### config.mk
export PLATFORM = sky130hd
export DESIGN_NAME = exu_redirect_ctrl
export DESIGN_NICKNAME = d
export VERILOG_FILES = /design/src/rtl/pqr5_core_pkg.sv /design/src/rtl/exu_redirect_ctrl.sv
export SDC_FILE = /design/constraint.sdc
export NUM_CORES = 1
export LEC_CHECK = 0
export ABC_AREA = 1
export BUFFER_PORTS_ARGS = -buffer_cell sky130_fd_sc_hd__buf_2
export CAP_MARGIN = 20
export CORE_MARGIN = 2
export CORE_UTILIZATION = 40
export DETAILED_ROUTE_END_ITERATION = 7
export GPL_TIMING_DRIVEN = 1
export PLACE_DENSITY = 0.77
export REMOVE_ABC_BUFFERS = 1
export SETUP_SLACK_MARGIN = 0.1
export SYNTH_ARGS = -nofsm -noshare
export SYNTH_HDL_FRONTEND = slang
export SYNTH_SLANG_ARGS = --single-unit
### constraint.sdc
create_clock -name clk -period 1.7 [get_ports clk]
set_input_delay 0.17 -clock clk [delete_from_list [all_inputs] [get_ports clk]]
set_output_delay 0.17 -clock clk [all_outputs]
set_load 0.01 [all_outputs]
### src/rtl/pqr5_core_pkg.sv
// Shared PQR5 core types: redirect controller state, source and limits.
package pqr5_core_pkg;

    typedef enum logic [1:0] {RD_IDLE, RD_FLUSH, RD_REDIR} redir_state_t;
    typedef enum logic {RD_SRC_BU, RD_SRC_TRAP} redir_src_t;

    // Flush hold is counted in a 4-bit down-counter.
    localparam int RD_FLUSH_CYC_MAX = 15;

    // Fetch addresses are halfword aligned, so bit 0 is never meaningful.
    function automatic logic [31:0] rd_align_pc(input logic [31:0] pc);
        return {pc[31:1], 1'b0};
    endfunction

endpackage

### src/rtl/exu_redirect_ctrl.sv
// PQR5 redirect sequencer: arbitrates BU flush vs trap, holds FU/DU flush,
// then hands the redirect PC to fetch over valid/ready.
`ifndef PC_INIT
`define PC_INIT 32'h0000_0000
`endif

module exu_redirect_ctrl
    import pqr5_core_pkg::*;
#(
    parameter int              XLEN         = 32,
    parameter logic [XLEN-1:0] PC_INIT      = `PC_INIT,
    parameter int              FLUSH_CYCLES = 2,
    parameter int              CNT_W        = 16
) (
    input  logic             clk,
    input  logic             aresetn,
    input  logic             i_bu_flush,
    input  logic [XLEN-1:0]  i_bu_pc,
    input  logic             i_trap_req,
    input  logic [XLEN-1:0]  i_trap_pc,
    output logic             o_trap_ack,
    output logic             o_flush_fu,
    output logic             o_flush_du,
    output logic             o_stall_exu,
    output logic             o_redir_valid,
    output logic [XLEN-1:0]  o_redir_pc,
    input  logic             i_redir_ready,
    output logic [CNT_W-1:0] o_redir_cnt
);

    generate
        if (FLUSH_CYCLES < 1 || FLUSH_CYCLES > RD_FLUSH_CYC_MAX) begin : g_bad_flush_cycles
            $error("exu_redirect_ctrl: FLUSH_CYCLES must be within 1..15");
        end
    endgenerate

    localparam logic [3:0] CNT_RELOAD = 4'(FLUSH_CYCLES - 1);

    redir_state_t     state_q, state_d;
    redir_src_t       src_q,   src_d;
    logic [3:0]       cnt_q,   cnt_d;
    logic [XLEN-1:0]  pc_q,    pc_d;
    logic             ack_q,   ack_d;
    logic [CNT_W-1:0] rcnt_q,  rcnt_d;

    logic handshake;
    logic take_trap;

    // A trap is taken from IDLE, or preempts a BU redirect that is not
    // retiring this cycle; a trap redirect is never preempted.
    always_comb begin
        handshake = (state_q == RD_REDIR) && i_redir_ready;
        take_trap = i_trap_req &&
                    ((state_q == RD_IDLE) || ((src_q == RD_SRC_BU) && !handshake));
    end

    // Next-state: FSM sequencing, flush countdown, target capture, perf count.
    always_comb begin
        state_d = state_q;
        src_d   = src_q;
        cnt_d   = cnt_q;
        pc_d    = pc_q;
        ack_d   = 1'b0;
        rcnt_d  = rcnt_q;
        case (state_q)
            RD_IDLE: begin
                if (i_bu_flush) begin
                    pc_d    = {i_bu_pc[XLEN-1:1], 1'b0};
                    src_d   = RD_SRC_BU;
                    cnt_d   = CNT_RELOAD;
                    state_d = RD_FLUSH;
                end
            end
            RD_FLUSH: begin
                if (cnt_q == 4'd0) state_d = RD_REDIR;
                else               cnt_d   = cnt_q - 4'd1;
            end
            RD_REDIR: begin
                if (i_redir_ready) begin
                    state_d = RD_IDLE;
                    if (rcnt_q != '1) rcnt_d = rcnt_q + CNT_W'(1);
                end
            end
            default: state_d = RD_IDLE;
        endcase
        // Trap capture overrides whatever the BU path decided above.
        if (take_trap) begin
            pc_d    = {i_trap_pc[XLEN-1:1], 1'b0};
            src_d   = RD_SRC_TRAP;
            cnt_d   = CNT_RELOAD;
            ack_d   = 1'b1;
            state_d = RD_FLUSH;
        end
    end

    // State registers; reset drops any redirect in flight without an ack.
    always_ff @(posedge clk or negedge aresetn) begin
        if (!aresetn) begin
            state_q <= RD_IDLE;
            src_q   <= RD_SRC_BU;
            cnt_q   <= 4'd0;
            pc_q    <= PC_INIT;
            ack_q   <= 1'b0;
            rcnt_q  <= '0;
        end else begin
            state_q <= state_d;
            src_q   <= src_d;
            cnt_q   <= cnt_d;
            pc_q    <= pc_d;
            ack_q   <= ack_d;
            rcnt_q  <= rcnt_d;
        end
    end

    // Outputs decode purely from registered state.
    always_comb begin
        o_flush_fu    = (state_q == RD_FLUSH);
        o_flush_du    = (state_q == RD_FLUSH);
        o_stall_exu   = (state_q != RD_IDLE);
        o_redir_valid = (state_q == RD_REDIR);
        o_redir_pc    = {pc_q[XLEN-1:1], 1'b0};
        o_trap_ack    = ack_q;
        o_redir_cnt   = rcnt_q;
    end

endmodule

==> results by stage, run 1 <==
Clock network:
- The largest buffer count on any clock path is 2.
- The clock tree from TritonCTS is built.
- The worst-skew pair later-pin latency is about 0.3 ns.
- The H-tree generated during clock tree synthesis spans 2 levels.
- The tree is rooted in a clkbuf_8.
- Clock-pin slew was measured on the worst setup and hold paths at approximately 0.090 ns.
- The TritonCTS buffer count is 5.
- For this design, the sink count on the clock tree is between 50 and 60.

Pwr:
- Of the total power, combinational logic draws 50.4%.
- The part of the total power dissipated in sequential elements is 36.1%.
- The power density of the placed cells is between 1500 and 2000 nW/um^2.
- Across the VDD grid, the largest voltage drop is between 0.6 and 0.7 mV.
- The clock network fraction of total power is 13.5%.
- Internal power comes to roughly 0.0035 W.
- The analysis attributes to net switching a power of approximately 0.0026 W.
- Net switching is 42.7% of the power.
- The cell leakage power is 2.24 nW.

Drt:
- After detailed routing, the number of remaining DRC violations is 0.
- The per-cell via count in the routed design is between 4 and 5.
- The first routing iteration left ~100 violations.
- The routed design has 7.09 mm of wire.
- The number of iterations in the first detailed-routing pass is 4.
- Dividing the detail-routed wire length by the instance count gives 11.1 microns.
- The count of nets left with antenna violations after detail routing is 0.
- The overall via count from detail_route is ~2900.

Worst setup path:
- STA puts the critical path data required time at slightly below 2 ns.
- The flop-to-flop setup slack is between 0.15 and 0.2 ns.
- The maximum net fanout on the critical path is 12.
- The total buffers and inverters traversed by the critical path is 1.
- The cell at the slowest stage of the critical path is dfrtp_1.
- The most repeated library cell on the critical path is nand3_2.
- For the worst setup path, the data arrival time is around 1.7 ns.
- The critical path capture point type is a flip-flop.
- Walking the worst path, the cells encountered are ha_2 -> nand3_2 -> nor2_4 -> nand3_2 -> nand2_8 -> buf_4 -> xor2_1.
- On the critical path the largest part of the delay comes from simple AND/OR/NAND/NOR gates.
- The critical path is of the reg -> reg type.
- For this run, the slowest stage of the critical path takes roughly 0.4 ns.
- STA classifies the critical path startpoint as a flip-flop.

Layout:
- After the last flow step, the layout net total stands at 613.
- 0 antenna diodes ended up in the layout.
- In the final layout, the share of cells above drive strength 1 is between 20% and 30%.
- The number of filler cells placed in the layout is ~710.
- The sequential cells in the finished layout cover a total of 1380 sq um.
- The finished layout cell area is just under 4000 sq um.
- The area taken by multi-input logic gates is 1430 sq um.
- The post-synthesis to final-layout area growth is 28.8%.

STA:
- The timing-limited maximum frequency is about 0.66 GHz.
- The worst clock skew is approximately 0.0061 ns.
- The final hold violation count is 0.
- The routed design could run at a clock period as short as between 1.5 and 2 ns.
- The post-route clock period utilization is 89.2%.
- The total setup violations reported at the end of the flow is 0.
- The final max-slew violation count is 0.
- Setup repair after global routing left no endpoint under its margin.
- The setup slack of the critical path after layout is 0.183 ns.

Status:
- The flow ran to the end, and the final reports show no timing, DRC or antenna violations.

Yosys:
- The number of library cell types mapped by synthesis is 25.
- The count of synthesis-stage warnings from yosys is 0.
- The post-synthesis mux area share is 0%.
- The xor-xnor portion of the synthesized cell area is between 3 and 4%.
- The fraction of the mapped netlist area in adder cells is under 10%.
- The instance count of the mapped netlist is 419.
- Sequential cells were found to cover 45.8% of the synthesized design area.
- The cell area that synthesis handed to floorplanning was 3000 sq um.
- The simple-gate area share of the yosys netlist is between 30% and 40%.
- A synthesized cell averages just over 7 sq um.
- The synthesized design contains 55 register bits.
- After synthesis, the largest family of logic cells by area is simple AND/OR/NAND/NOR gates.
- The share of the synthesized area in compound gates (AO/OA/AOI/OAI) is 2.79%.

Placement:
- Input and output buffers added on the ports amount to 118.
- The HPWL after detailed placement is ~5.5 mm.
- OpenSTA, run right after detailed placement, puts the worst setup slack at 0.107 ns.
- The placed standard-cell area is ~3700 sq um.
- The final weighted congestion in routability-driven placement is between 0.8 and 0.9.

Global route:
- The total overflow reported by the global router is 0.
- The met2 usage is approximately a third.
- Across every metal layer, demand over resource in global routing totals between 10% and 20%.
- The number of global-route vias before repair came to approximately 2900.
- In the global route stage, met1 resource usage came out at 21.3%.
- In this run the most used layer during global routing was met2.
- The first global-routing pass estimated 12.2 mm of wire.
- The met3 routing resource usage after global routing is approximately 3.9%.
- The largest net degree at the start of global routing is 38.
- The number of antenna violations at the first check in global routing is 0.

Die:
- approximately 120 I/O pins were placed.
- The die width is 90.6 microns.
- In this run the standard cell core region covers 7250 sq um.
- The floorplan step defined a die boundary enclosing 8220 sq um.
- The number of placement rows is 31.
- The chip height is 90.6 microns.
- The initial core utilization is between 40% and 50%.

Min path:
- The type of the most critical hold path is in -> reg.

Flow run:
- The number of max-cap violations is 0.
worst paths after layout:
path,cells after the start,endpoint,start
max in group asynchronous,3,pc_q[20]$_DFFE_PN0P_,aresetn
min in group asynchronous,2,o_redir_cnt[15]$_DFFE_PN0P_,aresetn
min,5,pc_q[6]$_DFFE_PN0P_,i_trap_pc[6]
max reg2reg,7,o_redir_cnt[0]$_DFFE_PN0P_,o_redir_cnt[1]$_DFFE_PN0P_
max,7,o_redir_cnt[0]$_DFFE_PN0P_,o_redir_cnt[1]$_DFFE_PN0P_
min reg2reg,2,pc_q[24]$_DFFE_PN0P_,pc_q[24]$_DFFE_PN0P_
layer usage:
metal  part of all wire, %  up-vias
met4                   1.3        0
met1                    43     1319
met5                     0        -
li1                      -     1500
met2                    50       90
met3                   5.7       10
cell families after synthesis:
logic type      after synthesis
simple gates                296
buf+inv                      39
other cells                   1
compound gates               13
fa+ha+maj                     3
flops                        55
xor+xnor                     12
synthesized netlist by cell type (all sizes together):
cell type | number | area share [%]
nor3 | 4 | 0.67
inv | 22 | 2.8
nor2 | 21 | 2.8
xnor2 | 5 | 1.5
xor2 | 7 | 2.0
nand3 | 12 | 2.5
ha | 3 | 1.3
dfrtp | 55 | 46
o21ai | 13 | 2.8
buf | 16 | 4.1
nand2 | 256 | 33
conb | 1 | 0.12
nand3b | 1 | 0.25
clkbuf | 1 | 0.46
nand4 | 2 | 0.42
registers in the layout (all words and copies together), names as in the netlist:
name,count
cnt_q,4
o_redir_cnt,16
o_trap_ack,1
pc_q,31
src_q,1
state_q,2
area by class of cell:
cell class              count  share of cell area [%]
flip-flops and latches     55                    35.6
repair buffers            132                    19.3
inverters                  22                    2.20
clock inverters             1                   0.776
clock buffers               6                    1.88
multi-input cells         325                    37.1
well taps                  99                    3.20
through the flow:
stage          TNS [ns]  cells  power, W  utilization, %  hold WS, ns
4_1_cts               0    636   0.00612            52.5        0.135
6_report              0    640   0.00610            53.3        0.146
2_1_floorplan    -19.28    402   0.00398               -       -0.126
3_5_place_dp          0    628   0.00526            50.8        0.150
3_3_place_gp          0    628   0.00514            50.8        0.144
5_1_grt               0    640   0.00665            53.3        0.148
cells in the final DEF (no fill, tap or decap), types with 2 or more instances in the layout:
master,instances
dfrtp_1,55
nand2_2,3
xor2_1,7
nor2_1,19
nand3_2,3
nor3_1,3
o21ai_0,7
ha_1,2
o21ai_2,5
buf_2,118
nand4_1,2
xnor2_1,5
buf_4,8
inv_1,20
buf_12,3
clkbuf_8,5
nand3_1,9
nand2_1,251
worst min-delay path, stage by stage:
cell and delay (ns):
buf_2 0.07, nand2_1 0.04, nand2_1 0.05, nand2_1 0.04
nand2_1 0.04
what timing repair did:
item	in CTS	in global routing
resized for setup	1	8
pin swaps	0	1
hold endpoints to repair	18	0
buffers inserted	0	4
hold buffers	1	0
cloned	0	0
endpoints found under the setup margin	2	48
power by group through the flow:
| stage | sequential [W] | clock [W] | combinational, W |
|---|---|---|---|
| finish | 0.00220 | 0.000826 | 0.00307 |
| global route | 0.00227 | 0.000911 | 0.00347 |
| CTS | 0.00220 | 0.000856 | 0.00306 |
| detailed placement | 0.00220 | 0 | 0.00306 |
| global placement | 0.00220 | 0 | 0.00295 |
| floorplan | 0.00239 | 0 | 0.00158 |
(Power assumes the default switching activity.)
==> run 2: changes to the inputs <==
Settings changed: CORE_UTILIZATION 40 to 49, PLACE_DENSITY 0.77 to 0.9.
Clock period 1.7 ns to 1.6 ns, I/O delays scaled along.
==> run 2 against run 1 <==
- clock power grew 18%
- hold slack worse by 0.021 ns
- non-clock buffer count up 11
- clock skew up 0.00089 ns
- maximum frequency grew 2.9%
- power grew 22%
- routed wire length rose by 18%
- critical path type unchanged
- largest cell class unchanged
- highest routed layer unchanged
==> results by stage, run 2 (synthesis gave the netlist of run 1 again) <==
STA:
- Setup repair after global routing could not meet its margin everywhere.
- Setup violations remaining at the end of the flow were counted as 0.
- The final hold violation count is 0.
- Based on the critical path, the design can be clocked at up to between 0.6 and 0.7 GHz.
- On the final layout, the worst clock skew is approximately 0.0070 ns.
- The post-route minimum period is 1.47 ns.
- The post-route clock period utilization is slightly above 90%.
- The final max-slew violation count was 0.

Layout:
- The final non-filler cell total is 630.
- The layout has about 460 filler cells.
- The number of antenna repair diodes is 0.
- Registers take between 1000 and 1500 sq um.
- The post-route netlist has 34.6% of its cells at a drive strength greater than 1.
- From synthesis to final layout, the design area changed by 39.1%.
- In the final layout, the multi-input gates occupy ~1600 sq um.
- The most common library cell in the layout ignoring fill and taps is nand2_1.
- Leaving out fill and tap cells, the most frequent cells in the layout are nand2_1, buf_2, dfrtp_1, inv_1, nor2_1.
- The finished layout cell area is about 4200 sq um.
- For this run, the post-layout net count is approximately 630.
- The register with the most flip-flops is pc_q.
- The flip-flop count of the largest register after layout is 31.

Min path:
- Along the worst hold path, the cell count comes to 5.
- The end of the worst hold path is pc_q[10]$_DFFE_PN0P_.
- The type of the most critical hold path is in -> reg.
- The worst hold path begins at i_trap_pc[10].

Global route:
- After global routing the overflow that remains totals 0.
- In the global route stage, overall resource usage came out at 22.8%.
- Entering global routing, the biggest net connects 56 pins.
- The number of antenna violations at the first check in global routing came to 0.
- The first-pass GRT wire length is roughly 12 mm.
- The number of global-route vias before repair is about 2700.

Placement:
- The placed standard-cell area is roughly 3700 sq um.
- Buffers placed on the I/O ports in this run total about 120.
- The post-DP HPWL is 5.23 mm.
- Routability-driven placement finished with a final weighted congestion of just under 0.9.
- Including well taps, the total number of placed cells is slightly above 600.

Flow run:
- The number of max-cap violations is 0.

Drt:
- The number of iterations in the first detailed-routing pass is 5.
- The sum of routed wire segments on met1 is around 3.4 mm.
- Detailed routing placed a total of 4.26 mm of wire on met2.
- The first routing iteration left 150 violations.
- After detailed routing, no signal wire sits above met4.
- The total length of routed met3 wires is 643 microns.
- Summed over all layers, the routed wires come to about 8.4 mm.
- Once detail routing completed, the nets flagged for antenna violations numbered 0.
- After detailed routing, the average wire length per cell comes to ~13 microns.
- The detailed router placed between 3000 and 4000 vias in this run.
- In the routed layout, each cell is associated on average with a via count of 4.95.
- The detailed-route DRC error count is 0.

Worst setup path:
- The worst reg2reg path startpoint is state_q[0]$_DFFE_PN0P_.
- The nature of the critical path startpoint is a flip-flop.
- Counting cells, the worst reg-to-reg path comes to 10.
- The worst setup path is captured at a flip-flop.
- The endpoint identified for the worst register-to-register timing path is pc_q[14]$_DFFE_PN0P_.
- Across all register-to-register paths, the minimum setup slack is ~0.13 ns.
- The total buffers and inverters traversed by the critical path is 3.
- For the worst setup path, the data arrival time is between 1.5 and 2 ns.
- The setup path with the least slack is of type reg -> reg.
- The cell at the slowest stage of the critical path is dfrtp_1.
- The cell class contributing the biggest share of worst-path delay is simple AND/OR/NAND/NOR gates.
- Traced cell by cell, the critical path runs through inv_2 -> nand3_2 -> nand2_2 -> nand2_2 -> nand2_4 -> buf_8 -> o21ai_4 -> clkbuf_16 -> nand2_2 -> nand2_1.
- The maximum net fanout on the critical path is 8.
- The data required time at the worst endpoint is around 1.8 ns.
- The largest single stage delay on the critical path is roughly 0.41 ns.
- The most repeated library cell on the critical path is nand2_2.

Die:
- The number of placement rows is 28.
- The overall die area is between 6000 and 7000 sq um.
- The core region area is around 6000 sq um.
- The initial core utilization is 50.7%.
- The die is between 80 and 90 microns tall.
- The die width is ~82 microns.
- The I/O pin total is approximately 120.

Clock network:
- The H-tree was split into 2 levels.
- TritonCTS built the clock tree.
- The root buffer cell is clkbuf_8.
- The clock passes through at most 2 buffers.
- The TritonCTS buffer count is 5.
- For this design, the sink count on the clock tree is 55.
- The worst-skew pair later-pin latency is between 0.3 and 0.4 ns.
- The clock-pin slew on the worst setup and hold paths is roughly 0.090 ns.

Pwr:
- The power density of the placed cells is ~1800 nW/um^2.
- The maximum vdd ir drop is approximately 0.84 mV.
- The total chip power is approximately 0.0074 W.
- The analysis attributes to cell leakage a power of approximately 2.4 nW.

Status:
- The run finished with clean final reports.
-- run 2: cell types whose count changed in the layout (fill, tap and decap cells not counted), moves of 3 or more --
cell / change
clkbuf_16: +4
nand2_2: +12
nand2_4: +4
buf_4: +3
o21ai_1: +3
o21ai_0: -5
nand2_1: -14
-- run 2: repair_timing --
item	4_1_cts	5_1_grt
buffers inserted	1	6
hold endpoints to repair	55	0
gates cloned	1	7
hold buffers	1	0
gates resized for setup	5	44
pin swaps	3	10
setup endpoints to repair	49	54
-- run 2: worst reg2reg max path, stage by stage, from the launching register on --
cell and delay (ns):
dfrtp_1 0.41, inv_2 0.09, nand3_2 0.08, nand2_2 0.09, nand2_2 0.06, nand2_4 0.11
buf_8 0.14, o21ai_4 0.10, clkbuf_16 0.19, nand2_2 0.07, nand2_1 0.04
-- run 2: how the worst max path moves through the flow --
stage / end / slack [ns] / cells past startpoint / start
floorplan: pc_q[10]$_DFFE_PN0P_ / -0.63 / 10 / state_q[0]$_DFFE_PN0P_
global placement: o_redir_cnt[13]$_DFFE_PN0P_ / 0.10 / 8 / o_redir_cnt[1]$_DFFE_PN0P_
detailed placement: o_redir_cnt[13]$_DFFE_PN0P_ / 0.04 / 8 / o_redir_cnt[1]$_DFFE_PN0P_
CTS: pc_q[11]$_DFFE_PN0P_ / 0.09 / 11 / state_q[0]$_DFFE_PN0P_
global route: pc_q[29]$_DFFE_PN0P_ / 0.02 / 8 / state_q[1]$_DFFE_PN0P_
finish: pc_q[14]$_DFFE_PN0P_ / 0.13 / 10 / state_q[0]$_DFFE_PN0P_
-- run 2: stage by stage --
step                      hold slack [ns]  setup TNS, ns  setup WS (ns)  util (%)
after global placement              0.178              0          0.104      62.2
after CTS                           0.110              0         0.0923      65.0
after global routing                0.132              0         0.0228      70.6
after floorplan                    -0.136         -23.18         -0.629         -
final                               0.125              0          0.127      70.6
after detailed placement            0.179              0         0.0354      62.2
-- run 2: cell type report --
type	count	share of cell area [%]
Clock inverter	2	0.928
Clock buffer	6	1.98
Sequential cell	55	33.0
Timing Repair Buffer	143	22.3
Multi-Input combinational cell	327	37.4
Inverter	22	2.10
Tap cell	75	2.25
-- run 2: power by group --
| part | total [W] | switching (W) | internal, W |
|---|---|---|---|
| Sequential | 0.00237 | 0.000403 | 0.00196 |
| Clock | 0.000973 | 0.000458 | 0.000515 |
| Combinational | 0.00408 | 0.00232 | 0.00176 |
| Total | 0.00742 | 0.00318 | 0.00424 |
-- run 2: routing by layer --
layer | up-vias | track usage (%)
met5 | - | 0
met1 | 1421 | 27.8
met3 | 16 | 5.00
li1 | 1531 | -
met4 | 0 | 8.00
met2 | 153 | 39.8
